==> src/rtl/rx_phy_pkg.sv <==
// rtl/rx_phy_pkg.sv - shared RX PHY constants, comma patterns and aligner state encoding
package rx_phy_pkg;

    // Comma prefix (abcdeif) of K28.1/K28.5/K28.7 in both running disparities.
    localparam logic [6:0] COMMA_POS = 7'b1111100;
    localparam logic [6:0] COMMA_NEG = 7'b0000011;

    // Full K28.5 code groups, bit 0 = 8b/10b bit 'a'.
    localparam logic [9:0] K28_5_RDN = 10'b0101111100;
    localparam logic [9:0] K28_5_RDP = 10'b1010000011;

    typedef enum logic [1:0] {
        ALIGN_SEARCH = 2'd0,
        ALIGN_CHECK  = 2'd1,
        ALIGN_LOCKED = 2'd2
    } align_state_e;

    function automatic logic is_comma(input logic [6:0] cand);
        return (cand == COMMA_POS) || (cand == COMMA_NEG);
    endfunction

endpackage

==> src/rtl/comma_detect.sv <==
// rtl/comma_detect.sv - combinational comma search over all 10 bit offsets of a 20-bit window
module comma_detect
    import rx_phy_pkg::*;
(
    input  logic [19:0] win_i,
    output logic [9:0]  hit_o
);

    // Offset k looks at the 7 comma bits starting at window bit k.
    always_comb begin
        hit_o = '0;
        for (int k = 0; k < 10; k++) begin
            hit_o[k] = is_comma(win_i[k +: 7]);
        end
    end

endmodule

==> src/rtl/comma_symbol_aligner.sv <==
// rtl/comma_symbol_aligner.sv - K28.5 comma hunt, symbol lock FSM and aligned symbol output
module comma_symbol_aligner
    import rx_phy_pkg::*;
#(
    parameter int DATA_WIDTH   = 10,
    parameter int LOCK_COUNT   = 3,
    parameter int UNLOCK_COUNT = 4
) (
    input  logic                  clk,
    input  logic                  rst_n,
    input  logic [DATA_WIDTH-1:0] data_in,
    input  logic                  data_valid,
    output logic [DATA_WIDTH-1:0] data_out,
    output logic                  data_out_valid,
    output logic                  comma_det,
    output logic                  symbol_lock,
    output logic [3:0]            align_offset,
    output logic                  realign_pulse
);

    localparam int CNT_W  = $clog2(LOCK_COUNT + 1);
    localparam int MISS_W = $clog2(UNLOCK_COUNT + 1);

    align_state_e            state_q;
    logic [DATA_WIDTH-1:0]   prev_q;
    logic [3:0]              offset_q;
    logic [CNT_W-1:0]        cnt_q;
    logic [MISS_W-1:0]       miss_q;
    logic [DATA_WIDTH-1:0]   data_out_q;
    logic                    data_out_valid_q;
    logic                    comma_det_q;
    logic                    symbol_lock_q;
    logic                    realign_q;

    logic [2*DATA_WIDTH-1:0] win;
    logic [9:0]              hit_vec;
    logic                    any_hit;
    logic                    hit_cur;
    logic [3:0]              lowest_k;
    logic [3:0]              sel_k;
    logic [DATA_WIDTH-1:0]   aligned_sym;

    // Bit 0 of the window is the oldest received bit.
    assign win         = {data_in, prev_q};
    assign any_hit     = |hit_vec;
    assign hit_cur     = hit_vec[offset_q];
    assign aligned_sym = win[offset_q +: DATA_WIDTH];
    assign sel_k       = hit_cur ? offset_q : lowest_k;

    comma_detect u_comma_detect (
        .win_i (win),
        .hit_o (hit_vec)
    );

    // Lowest-offset hit, used when the current offset is not among the hits.
    always_comb begin
        lowest_k = 4'd0;
        for (int k = 9; k >= 0; k--) begin
            if (hit_vec[k]) begin
                lowest_k = 4'(k);
            end
        end
    end

    // Lock FSM with counters and registered outputs; nothing advances on stall cycles.
    always_ff @(posedge clk or negedge rst_n) begin
        if (!rst_n) begin
            state_q          <= ALIGN_SEARCH;
            prev_q           <= '0;
            offset_q         <= '0;
            cnt_q            <= '0;
            miss_q           <= '0;
            data_out_q       <= '0;
            data_out_valid_q <= 1'b0;
            comma_det_q      <= 1'b0;
            symbol_lock_q    <= 1'b0;
            realign_q        <= 1'b0;
        end else begin
            realign_q        <= 1'b0;
            data_out_valid_q <= 1'b0;
            comma_det_q      <= 1'b0;
            if (data_valid) begin
                prev_q           <= data_in;
                data_out_q       <= aligned_sym;
                data_out_valid_q <= (state_q == ALIGN_LOCKED);
                comma_det_q      <= hit_cur && (state_q == ALIGN_LOCKED);
                case (state_q)
                    ALIGN_SEARCH: begin
                        if (any_hit) begin
                            offset_q <= sel_k;
                            cnt_q    <= CNT_W'(1);
                            if (LOCK_COUNT == 1) begin
                                state_q          <= ALIGN_LOCKED;
                                symbol_lock_q    <= 1'b1;
                                data_out_valid_q <= 1'b1;
                                comma_det_q      <= hit_cur;
                            end else begin
                                state_q <= ALIGN_CHECK;
                            end
                        end
                    end
                    ALIGN_CHECK: begin
                        if (hit_cur) begin
                            if (cnt_q >= CNT_W'(LOCK_COUNT - 1)) begin
                                cnt_q            <= CNT_W'(LOCK_COUNT);
                                miss_q           <= '0;
                                state_q          <= ALIGN_LOCKED;
                                symbol_lock_q    <= 1'b1;
                                data_out_valid_q <= 1'b1;
                                comma_det_q      <= 1'b1;
                            end else begin
                                cnt_q <= cnt_q + CNT_W'(1);
                            end
                        end else if (any_hit) begin
                            offset_q <= lowest_k;
                            cnt_q    <= CNT_W'(1);
                        end
                    end
                    ALIGN_LOCKED: begin
                        if (hit_cur) begin
                            miss_q <= '0;
                        end else if (any_hit) begin
                            if (miss_q >= MISS_W'(UNLOCK_COUNT - 1)) begin
                                // Offset is kept; SEARCH replaces it on its first hit.
                                miss_q           <= '0;
                                state_q          <= ALIGN_SEARCH;
                                symbol_lock_q    <= 1'b0;
                                data_out_valid_q <= 1'b0;
                                comma_det_q      <= 1'b0;
                                realign_q        <= 1'b1;
                            end else begin
                                miss_q <= miss_q + MISS_W'(1);
                            end
                        end
                    end
                    default: begin
                        state_q <= ALIGN_SEARCH;
                    end
                endcase
            end
        end
    end

    assign data_out       = data_out_q;
    assign data_out_valid = data_out_valid_q;
    assign comma_det      = comma_det_q;
    assign symbol_lock    = symbol_lock_q;
    assign align_offset   = offset_q;
    assign realign_pulse  = realign_q;

endmodule

==> config.mk <==
export PLATFORM = sky130hd
export DESIGN_NAME = comma_symbol_aligner
export DESIGN_NICKNAME = d
export VERILOG_FILES = /design/src/rtl/rx_phy_pkg.sv /design/src/rtl/comma_detect.sv /design/src/rtl/comma_symbol_aligner.sv
export SDC_FILE = /design/constraint.sdc
export NUM_CORES = 1
export LEC_CHECK = 0
export CAP_MARGIN = 20
export CORE_ASPECT_RATIO = 0.8
export CORE_MARGIN = 1.5
export CORE_UTILIZATION = 40
export CTS_CLUSTER_DIAMETER = 40
export DETAILED_ROUTE_END_ITERATION = 12
export SLEW_MARGIN = 15
export SYNTH_ARGS = -nofsm -noshare
export SYNTH_HDL_FRONTEND = slang
export SYNTH_SLANG_ARGS = --single-unit
==> constraint.sdc <==
create_clock -name clk -period 4.29 [get_ports clk]
set_input_delay 0.6435 -clock clk [delete_from_list [all_inputs] [get_ports clk]]
set_output_delay 0.6435 -clock clk [all_outputs]
set_load 0.01 [all_outputs]
==> impl_metrics.yaml <==
outcome:
  status: "finished clean"
floorplanning:
  start_util_pct: 41.90
  die_w_um: 98.70
  dieArea_um2: 7852
  boundaryPins: 31
  core_um2: 6993
  fp-row-count: 27
  die_h_um: 79.56
finish:
  area_growth_pct: 14.01
  seq_area_um2: 875.8
  final_layout_size_suffix_gt1_share_pct: 16.56
  diodes: 0
  final_cells: 413
  nets: 343
  multiInputGateArea_um2: 1864
  layout.filler_cells: 667
routing:
  routed_via_density: 6.082
  vias: 2512
  routedWlPerCell_um: 18.00
  drtAntennaViolNets: 0
  drt_iter0_drc: 147
  wirelength_mm: 7.436
  drc_errors: 0
  first_pass_iters: 4
cts:
  clk_path_buf_depth: 2
  clk_latency_ns: 0.29
  cts-resized-gates: 0
  clkSlewWorstSetupHoldPaths_ns: 0.08
  clkSinkCount: 35
  cts_htree_levels: 2
  root_buffer: "clkbuf_8"
  cts_setup_buffers: 0
  cts_buffers: 5
  hold_buffers: 0
  cts_tree: "built"
synthesis:
  synth_top_area_share_pct: 29.89
  synth_cells: 310
  synthArstFlopShare_pct: 100.0
  ys_ff_latch: 35
  yosysTopAreaCell: "dfrtp_1"
  netlist_area_um2: 2930
  yosys_warnings: 0
  synth_nets: 328
  ys_seq_area_share_pct: 29.89
  yosys-top-cells-count: "dfrtp_1, mux2i_1, nor2_1"
  ys.flop_type: "dfrtp_1"
  synth_edf_count: 0
  yosysMostFrequentCell: "dfrtp_1"
  netlist_top_cells_area: "dfrtp_1, mux2i_1, mux2_2"
  syn_avg_cell_area_um2: 9.453
  ys_types: 64
grt:
  grt_antenna_before_repair: 0
  grt_usage_pct: 20.08
  grt_pass1_vias: 2437
  grt_pass1_wl_mm: 12.52
  grt_max_degree: 36
  grt-ovfl-total: 0
worst_setup_path:
  cp.arrival_ns: 3.63
  required_ns: 4.46
  rrSetupSlack_ns: 1.28
  end_kind: "register"
  start_kind: "primary input"
  path_class: "in -> reg"
  worstPathMaxFanout: 18
timing:
  fin_skew_ns: 0.003807
  drv_slew: 0
  tightest_slew_ns: 0.8841
  slew_headroom_pct: 40.70
  setup_viol: 0
  min_period_ns: 3.454
  hold_violations: 0
  rsz0062_at_grt: "no"
  fin_setup_tns_ns: 0
  fin_ws_ns: 0.8357
  clock.fmax_mhz: 289.5
  period_share_pct: 80.52
worst_hold_path:
  holdCritPathClass: "in -> async"
placed_design:
  portBuffers: 30
  dpl_worst_slack_ns: 0.6127
  gp_congestion: 0.8806
  post-place-cells: 405
  place.detailed.hpwl_mm: 5.164
pwr:
  pwr_density_cell_nw_per_um2: 607.5
  power_leakage_nw: 1.317
  ir_drop_mv: 0.3092
job:
  cap_viol_max_count: 0
## layer usage
metal	global-route usage, %	part of all wire [%]	vias up
met1	28.77	50	1226
met5	0	0	-
met2	32.01	45	61
met3	3.065	4.1	9
li1	-	-	1216
met4	4.714	0.77	0
## worst paths after layout
check,from,depth (start not counted),end
max in group asynchronous,rst_n,1,prev_q[1]$_DFFE_PN0P_
hold reg to reg,data_out[9]$_DFFE_PN0P_,1,data_out[9]$_DFFE_PN0P_
setup / recovery,data_in[0],8,align_offset[0]$_DFFE_PN0P_
min in group clk,data_out[9]$_DFFE_PN0P_,1,data_out[9]$_DFFE_PN0P_
hold / removal,rst_n,1,prev_q[4]$_DFFE_PN0P_
setup reg to reg,align_offset[0]$_DFFE_PN0P_,6,align_offset[0]$_DFFE_PN0P_
## metrics by stage
step / total power, mW / instance area [µm²] / utilization, % / hold WS, ns
4_1_cts: 2.040 / 3341 / 47.77 / 0.4861
5_1_grt: 2.193 / 3341 / 47.77 / 0.5268
3_5_place_dp: 1.710 / 3223 / 46.09 / 0.4767
3_3_place_gp: 1.704 / 3223 / 46.09 / 0.4758
6_report: 2.029 / 3341 / 47.77 / 0.4482
2_1_floorplan: 1.408 / 2930 / - / 0.3479
## cell families (layout without fill, tap and decap cells)
family                   Yosys count  in the layout  synth area share, %
flip-flops                        35             35                29.89
AND/OR/NAND/NOR                   93             93                18.83
adder cells (fa/ha/maj)            5              5                2.135
multiplexers                      50             50                20.45
buffers and inverters             41             57                6.490
AO/OA/AOI/OAI                     86             86                22.20
## sequential cells by signal (all words and copies together) (netlist names)
signal / cells
state_q: 2
symbol_lock: 1
prev_q: 10
data_out: 10
cnt_q: 2
data_out_valid: 1
comma_det: 1
align_offset: 4
realign_pulse: 1
miss_q: 3
## layout make-up
cell class	count	share of cell area [%]
Timing Repair Buffer	32	9.288
Tap cell	87	3.258
Clock inverter	2	1.049
Inverter	17	1.910
Clock buffer	6	2.472
Multi-Input combinational cell	234	55.81
Sequential cell	35	26.22
## placed cells by master, fill, tap and decap left out, drive strengths merged, types with 3 or more instances in the layout
cell | Yosys | routed
o32ai | 4 | 4
nand2b | 5 | 5
o22ai | 3 | 3
ha | 5 | 5
nand3 | 11 | 11
o21ai | 18 | 18
and3 | 3 | 3
clkdlybuf4s50 | 0 | 29
mux4 | 6 | 6
a21oi | 11 | 11
clkbuf | 9 | 6
buf | 15 | 3
a221oi | 3 | 3
a211oi | 17 | 17
nand2 | 17 | 17
o22a | 4 | 4
mux2i | 25 | 25
inv | 15 | 15
a31oi | 6 | 6
nand3b | 3 | 3
nor2b | 3 | 3
dfrtp | 35 | 35
o21a | 3 | 3
nor2 | 22 | 22
or3b | 6 | 6
clkinv | 2 | 3
mux2 | 19 | 19
nor3 | 4 | 4
## worst max-delay path, cell delays in order
cell	delay [ns]
clkdlybuf4s50_1	0.80
or4_1	0.26
o32ai_2	0.13
mux4_2	0.48
or2b_2	0.34
a31oi_4	0.47
nand3_2	0.16
mux2_1	0.35
## where the power goes
group / internal [mW] / switching (mW) / leakage [nW]
logic: 0.548 / 0.564 / 0.827
registers: 0.432 / 0.168 / 0.428
clock network: 0.188 / 0.130 / 0.0612
total: 1.17 / 0.861 / 1.32
Note: power is estimated with default switching activity, not from simulation.
